<file path="src/rtl/cl_host_cmd_master.sv">
// Camera Link serial command initiator: sends 8-byte register requests on ser_tx (UART 8N1)
// and collects the camera's 7-byte reply from ser_rx, one transaction at a time.
module cl_host_cmd_master #(
  parameter int unsigned CLK_DIV     = 217,
  parameter int unsigned TIMEOUT_CYC = 2500000
) (
  input  logic        clk_sys,
  input  logic        rst_sys_n,
  input  logic        cmd_valid,
  output logic        cmd_ready,
  input  logic        cmd_rd,
  input  logic [7:0]  cmd_addr,
  input  logic [31:0] cmd_wdata,
  output logic        rsp_valid,
  output logic [7:0]  rsp_status,
  output logic [31:0] rsp_rdata,
  output logic [2:0]  rsp_err,
  output logic        busy,
  output logic        ser_tx,
  input  logic        ser_rx
);

  localparam int unsigned DIV_W = $clog2(CLK_DIV + 1);
  localparam int unsigned HALF  = CLK_DIV / 2;
  localparam int unsigned TO_W  = $clog2(TIMEOUT_CYC + 1);

  typedef enum logic [1:0] {ST_IDLE, ST_TX, ST_RX_WAIT, ST_DONE} state_t;
  typedef enum logic [1:0] {RX_IDLE, RX_START, RX_DATA, RX_STOP} rx_state_t;

  state_t          state;
  rx_state_t       rx_st;
  logic [DIV_W-1:0] div_cnt;
  logic [3:0]      bit_idx;
  logic [2:0]      byte_idx;
  logic            rd_q;
  logic [7:0]      addr_q;
  logic [31:0]     wdata_q;
  logic [TO_W-1:0] to_cnt;
  logic [2:0]      rx_idx;
  logic [7:0]      status_buf;
  logic [31:0]     data_buf;
  logic [7:0]      chk_acc;
  logic            err_framing;

  logic [1:0]       rx_sync;
  logic             rx_prev;
  logic             rx_s;
  logic [DIV_W-1:0] rx_cnt;
  logic [2:0]       rx_bit;
  logic [7:0]       rx_shift;
  logic [7:0]       rx_byte;
  logic             rx_byte_vld;
  logic             rx_frm_err;

  logic [7:0] opcode_c;
  logic [7:0] tx_chk_c;
  logic [7:0] tx_byte_c;

  assign rx_s = rx_sync[1];

  // Request byte currently on the wire
  always_comb begin
    opcode_c  = rd_q ? 8'h02 : 8'h01;
    tx_chk_c  = opcode_c ^ addr_q ^ wdata_q[31:24] ^ wdata_q[23:16] ^ wdata_q[15:8] ^ wdata_q[7:0];
    tx_byte_c = 8'h55;
    case (byte_idx)
      3'd0:    tx_byte_c = 8'h55;
      3'd1:    tx_byte_c = opcode_c;
      3'd2:    tx_byte_c = addr_q;
      3'd3:    tx_byte_c = wdata_q[31:24];
      3'd4:    tx_byte_c = wdata_q[23:16];
      3'd5:    tx_byte_c = wdata_q[15:8];
      3'd6:    tx_byte_c = wdata_q[7:0];
      default: tx_byte_c = tx_chk_c;
    endcase
  end

  // Free-running UART receiver; emits one-cycle byte / framing-error strobes
  always_ff @(posedge clk_sys or negedge rst_sys_n) begin
    if (!rst_sys_n) begin
      rx_sync     <= 2'b11;
      rx_prev     <= 1'b1;
      rx_st       <= RX_IDLE;
      rx_cnt      <= '0;
      rx_bit      <= '0;
      rx_shift    <= '0;
      rx_byte     <= '0;
      rx_byte_vld <= 1'b0;
      rx_frm_err  <= 1'b0;
    end else begin
      rx_sync     <= {rx_sync[0], ser_rx};
      rx_prev     <= rx_s;
      rx_byte_vld <= 1'b0;
      rx_frm_err  <= 1'b0;
      case (rx_st)
        RX_IDLE: begin
          if (rx_prev && !rx_s) begin
            rx_st  <= RX_START;
            rx_cnt <= '0;
          end
        end
        RX_START: begin
          if (rx_cnt == DIV_W'(HALF - 1)) begin
            rx_cnt <= '0;
            rx_bit <= '0;
            rx_st  <= rx_s ? RX_IDLE : RX_DATA;
          end else begin
            rx_cnt <= rx_cnt + 1'b1;
          end
        end
        RX_DATA: begin
          if (rx_cnt == DIV_W'(CLK_DIV - 1)) begin
            rx_cnt   <= '0;
            rx_shift <= {rx_s, rx_shift[7:1]};
            if (rx_bit == 3'd7) rx_st <= RX_STOP;
            else                rx_bit <= rx_bit + 3'd1;
          end else begin
            rx_cnt <= rx_cnt + 1'b1;
          end
        end
        default: begin
          if (rx_cnt == DIV_W'(CLK_DIV - 1)) begin
            rx_cnt <= '0;
            rx_st  <= RX_IDLE;
            if (rx_s) begin
              rx_byte     <= rx_shift;
              rx_byte_vld <= 1'b1;
            end else begin
              rx_frm_err  <= 1'b1;
            end
          end else begin
            rx_cnt <= rx_cnt + 1'b1;
          end
        end
      endcase
    end
  end

  // Transaction FSM: request serialisation, reply parsing, timeout
  always_ff @(posedge clk_sys or negedge rst_sys_n) begin
    if (!rst_sys_n) begin
      state       <= ST_IDLE;
      cmd_ready   <= 1'b0;
      busy        <= 1'b0;
      ser_tx      <= 1'b1;
      rsp_valid   <= 1'b0;
      rsp_status  <= '0;
      rsp_rdata   <= '0;
      rsp_err     <= '0;
      div_cnt     <= '0;
      bit_idx     <= '0;
      byte_idx    <= '0;
      rd_q        <= 1'b0;
      addr_q      <= '0;
      wdata_q     <= '0;
      to_cnt      <= '0;
      rx_idx      <= '0;
      status_buf  <= '0;
      data_buf    <= '0;
      chk_acc     <= '0;
      err_framing <= 1'b0;
    end else begin
      case (state)
        ST_IDLE: begin
          if (cmd_valid && cmd_ready) begin
            state       <= ST_TX;
            cmd_ready   <= 1'b0;
            busy        <= 1'b1;
            rd_q        <= cmd_rd;
            addr_q      <= cmd_addr;
            wdata_q     <= cmd_rd ? 32'h0 : cmd_wdata;
            ser_tx      <= 1'b0;
            div_cnt     <= '0;
            bit_idx     <= '0;
            byte_idx    <= '0;
            err_framing <= 1'b0;
            status_buf  <= '0;
            data_buf    <= '0;
            chk_acc     <= '0;
          end else begin
            cmd_ready <= 1'b1;
          end
        end
        ST_TX: begin
          if (div_cnt == DIV_W'(CLK_DIV - 1)) begin
            div_cnt <= '0;
            if (bit_idx == 4'd9) begin
              bit_idx <= '0;
              if (byte_idx == 3'd7) begin
                state  <= ST_RX_WAIT;
                to_cnt <= '0;
                rx_idx <= '0;
              end else begin
                byte_idx <= byte_idx + 3'd1;
                ser_tx   <= 1'b0;
              end
            end else begin
              bit_idx <= bit_idx + 4'd1;
              ser_tx  <= (bit_idx < 4'd8) ? tx_byte_c[bit_idx[2:0]] : 1'b1;
            end
          end else begin
            div_cnt <= div_cnt + 1'b1;
          end
        end
        ST_RX_WAIT: begin
          if (to_cnt == TO_W'(TIMEOUT_CYC - 1)) begin
            state      <= ST_DONE;
            rsp_valid  <= 1'b1;
            rsp_status <= status_buf;
            rsp_rdata  <= data_buf;
            rsp_err    <= {err_framing | rx_frm_err, 2'b01};
          end else begin
            to_cnt <= to_cnt + 1'b1;
            if (rx_frm_err) err_framing <= 1'b1;
            if (rx_byte_vld) begin
              case (rx_idx)
                3'd0: if (rx_byte == 8'hAA) rx_idx <= 3'd1;
                3'd1: begin
                  status_buf <= rx_byte;
                  chk_acc    <= chk_acc ^ rx_byte;
                  rx_idx     <= rx_idx + 3'd1;
                end
                3'd2, 3'd3, 3'd4, 3'd5: begin
                  data_buf <= {data_buf[23:0], rx_byte};
                  chk_acc  <= chk_acc ^ rx_byte;
                  rx_idx   <= rx_idx + 3'd1;
                end
                default: begin
                  state      <= ST_DONE;
                  rsp_valid  <= 1'b1;
                  rsp_status <= status_buf;
                  rsp_rdata  <= data_buf;
                  rsp_err    <= {err_framing, chk_acc != rx_byte, 1'b0};
                end
              endcase
            end
          end
        end
        default: begin
          state     <= ST_IDLE;
          rsp_valid <= 1'b0;
          busy      <= 1'b0;
          cmd_ready <= 1'b1;
        end
      endcase
    end
  end

endmodule

</file>
<file path="config.mk">
export PLATFORM = sky130hd
export DESIGN_NAME = cl_host_cmd_master
export DESIGN_NICKNAME = d
export VERILOG_FILES = /design/src/rtl/cl_host_cmd_master.sv
export SDC_FILE = /design/constraint.sdc
export NUM_CORES = 1
export LEC_CHECK = 0
export BUFFER_PORTS_ARGS = -buffer_cell sky130_fd_sc_hd__buf_2
export CORE_UTILIZATION = 50
export DETAILED_ROUTE_END_ITERATION = 16
export PLACE_DENSITY_LB_ADDON = 0.25
export SYNTH_ARGS = -nofsm -noshare
export SYNTH_HDL_FRONTEND = slang
export SYNTH_SLANG_ARGS = --single-unit
</file>
<file path="constraint.sdc">
create_clock -name clk_sys -period 6.6 [get_ports clk_sys]
set_clock_uncertainty 0.2 [all_clocks]
set_input_delay 1.32 -clock clk_sys [delete_from_list [all_inputs] [get_ports clk_sys]]
set_output_delay 1.32 -clock clk_sys [all_outputs]
set_load 0.05 [all_outputs]
</file>
==> metrics.txt <==
Antenna diodes=0; final non-filler cell total=1376; status=complete, no violations; CTS tree=built; Root Driver=clkbuf_16; Unique masters post-synth=68; Synth area leaders=dfrtp_1, mux2_2, nand2_1; # H-tree levels=1; Core ar.=20300 sq um; fin crit share=50.2%; Initial Util=51.3%; Nets=1156; clock-pin transition on the worst setup and hold timing paths=0.06 ns; Setup crit end kind=register; Max Clk Rate=302 MHz; GRT Residual Overflow=0; hold buffers post-CTS=0; Slew HR=31.1%; Post-CTS Setup Bufs=0; Worst Setup Start Kind=register; P&R area growth vs syn=14.2%; Synth Instances=1011; register bit total from synthesis=213; Min-Delay Path Class=reg2reg; final setup violation count=0; CP max stage cell=dfrtp_1; CTS Sinks=213; total iterations of the first detailed-routing run=5; Total Wirelength=21.1 mm; Final ANT Viol Nets=0; cts bufs inserted=24; DRC=0; IO Pins=92; Clock Path Buffers=3; Critical Path RT=6.85 ns; DRT iter0 DRCs=410; # resized after CTS=0; fill cell count=1789; Clk Latency, worst-skew pair=0.52 ns; Critical Path Max Stage Delay=0.90 ns; gpl congestion=0.838; first-pass GRT wire length=36.5 mm; post-placement cell count=1332; final setup TNS=0 ns; Final Hold Vio Count=0; synthesized area=10400 sq um; Post-synth EDFFs=0; die width=146 um; vias=7534; Max Cap Violations=0; fin. max-slew vios=0; WL per Instance=15.3 um; largest net degree at the start of global routing=131; Yosys warning count=0; hpwl dp=14.3 mm; Rows=52; number of port buffers=91; worst path cell trace=inv_1, ha_1, or4_1, a2111oi_0, a2bb2oi_1, o41a_1; WP data arrival=3.56 ns; Post-synth top flop=dfrtp_1; vias per cell=5.48; initial antenna violation count=0; share of the synthesized area in the top cell type=50.2%; Seq/Total Area, Yosys=51.3%; unrepaired setup endpoints after global routing=false; area of the die=21400 sq um; vias in the first global route=7344; cell taking the most area after synthesis=dfrtp_1; crit path time final=3.31 ns; Power Density=234 nW/um^2; most frequent cells in the layout=dfrtp_1, nand2_1, o21ai_0; syn_nets=1079; worst-path maximum fanout=24; Setup CP Type=reg2reg; Max rail drop VDD=172 uV; Leakage=5.59 nW; Avg Cell Area, Syn=10.3 sq um; layout cell share with drive strength beyond 1=21.2%; Slew @ Worst Pin=1.03 ns; total track usage=20.5%; die height=146 um; ys async rst share=100%; most common cell after layout, fill and taps aside=dfrtp_1
sequential cells by signal, indices dropped and copies added, names as in the netlist, 2 cells and up:
signal      count
rx_st           2
div_cnt         8
bit_idx         4
rx_cnt          8
state           2
rx_byte         8
chk_acc         8
rsp_rdata      32
wdata_q        32
rx_shift        8
rsp_err         3
rx_sync         2
rsp_status      8
status_buf      8
data_buf       32
addr_q          8
byte_idx        3
rx_idx          3
rx_bit          3
to_cnt         22
cells by family (layout without fill, tap and decap cells):
group,Yosys count,count (layout),share of synthesized area [%]
compound gates,198,198,12.1
xor+xnor,46,46,4.14
fa+ha+maj,23,23,2.76
buf+inv,77,172,2.96
flops,213,213,51.3
mux,85,85,9.15
simple gates,369,369,17.7
area by class of cell:
cell class,count,area (sq um),area share (%)
Sequential cell,213,5340,44.9
Clock inverter,14,145,1.22
Timing Repair Buffer,98,518,4.36
Inverter,30,113,0.948
Multi-Input combinational cell,721,4790,40.3
Tap cell,270,338,2.84
Clock buffer,30,643,5.41
metal layers:
layer	global-route usage, %	part of all wire [%]	vias to the layer above	wire, um
met2	32.3	46	151	9660
met5	0	0	-	0
li1	-	-	3694	-
met3	2.94	3.8	20	795
met4	4.84	1.4	0	300
met1	29.9	49	3669	10400
worst max-delay path: cells and delay by family, from the launching register on:
family | cells | cell delay, ns
and+or+nand+nor | 1 | 0.66
AOI/OAI and AO/OA | 3 | 0.88
adders and majority gates | 1 | 0.42
buffers and inverters | 1 | 0.20
DFF | 1 | 0.90
metrics by stage:
stage | setup slack [ns] | total power, W | hold WS [ns] | instance area (sq um) | utilization, %
after global placement | 2.82 | 0.00149 | 0.147 | 11100 | 54.7
after CTS | 3.32 | 0.00281 | 0.155 | 11900 | 58.5
after floorplan | 3.86 | 0.00144 | 0.145 | 10400 | -
after detailed placement | 2.78 | 0.00150 | 0.147 | 11100 | 54.7
after global routing | 3.08 | 0.00289 | 0.164 | 11900 | 58.5
final | 3.29 | 0.00278 | 0.156 | 11900 | 58.5
cell usage after synthesis (all sizes together), types with 4 or more instances:
master / number
nand4: 16
o21a: 5
nand2b: 56
or4: 6
o21ai: 103
xnor2: 28
nor3: 10
dfstp: 4
and2: 13
nor4: 7
buf: 15
nand2: 166
a21oi: 17
a31oi: 6
a22o: 22
and3: 13
xor2: 16
clkbuf: 32
o211ai: 5
ha: 23
mux2: 81
mux2i: 4
nor2: 29
o31ai: 9
inv: 29
or3: 5
nand3: 33
dfrtp: 209
power by group:
group | internal [W] | total, W | switching [W]
combinational | 0.0000462 | 0.000117 | 0.0000707
clock | 0.000774 | 0.00131 | 0.000534
sequential | 0.00133 | 0.00135 | 0.0000257
worst paths after layout:
| kind | start | end | slack (ns) | depth (start not counted) |
|---|---|---|---|---|
| worst max register to register | byte_idx[2] | ser_tx | 3.29 | 6 |
| worst max-delay path | byte_idx[2] | ser_tx | 3.29 | 6 |
| min in group asynchronous | rst_sys_n | data_buf[24] | 0.71 | 1 |
| max in group asynchronous | rst_sys_n | rx_byte[7] | 4.31 | 2 |
| worst min-delay path | rx_sync[0] | rx_sync[1] | 0.16 | 0 |
| worst min register to register | rx_sync[0] | rx_sync[1] | 0.16 | 0 |
(Power assumes the default switching activity.)
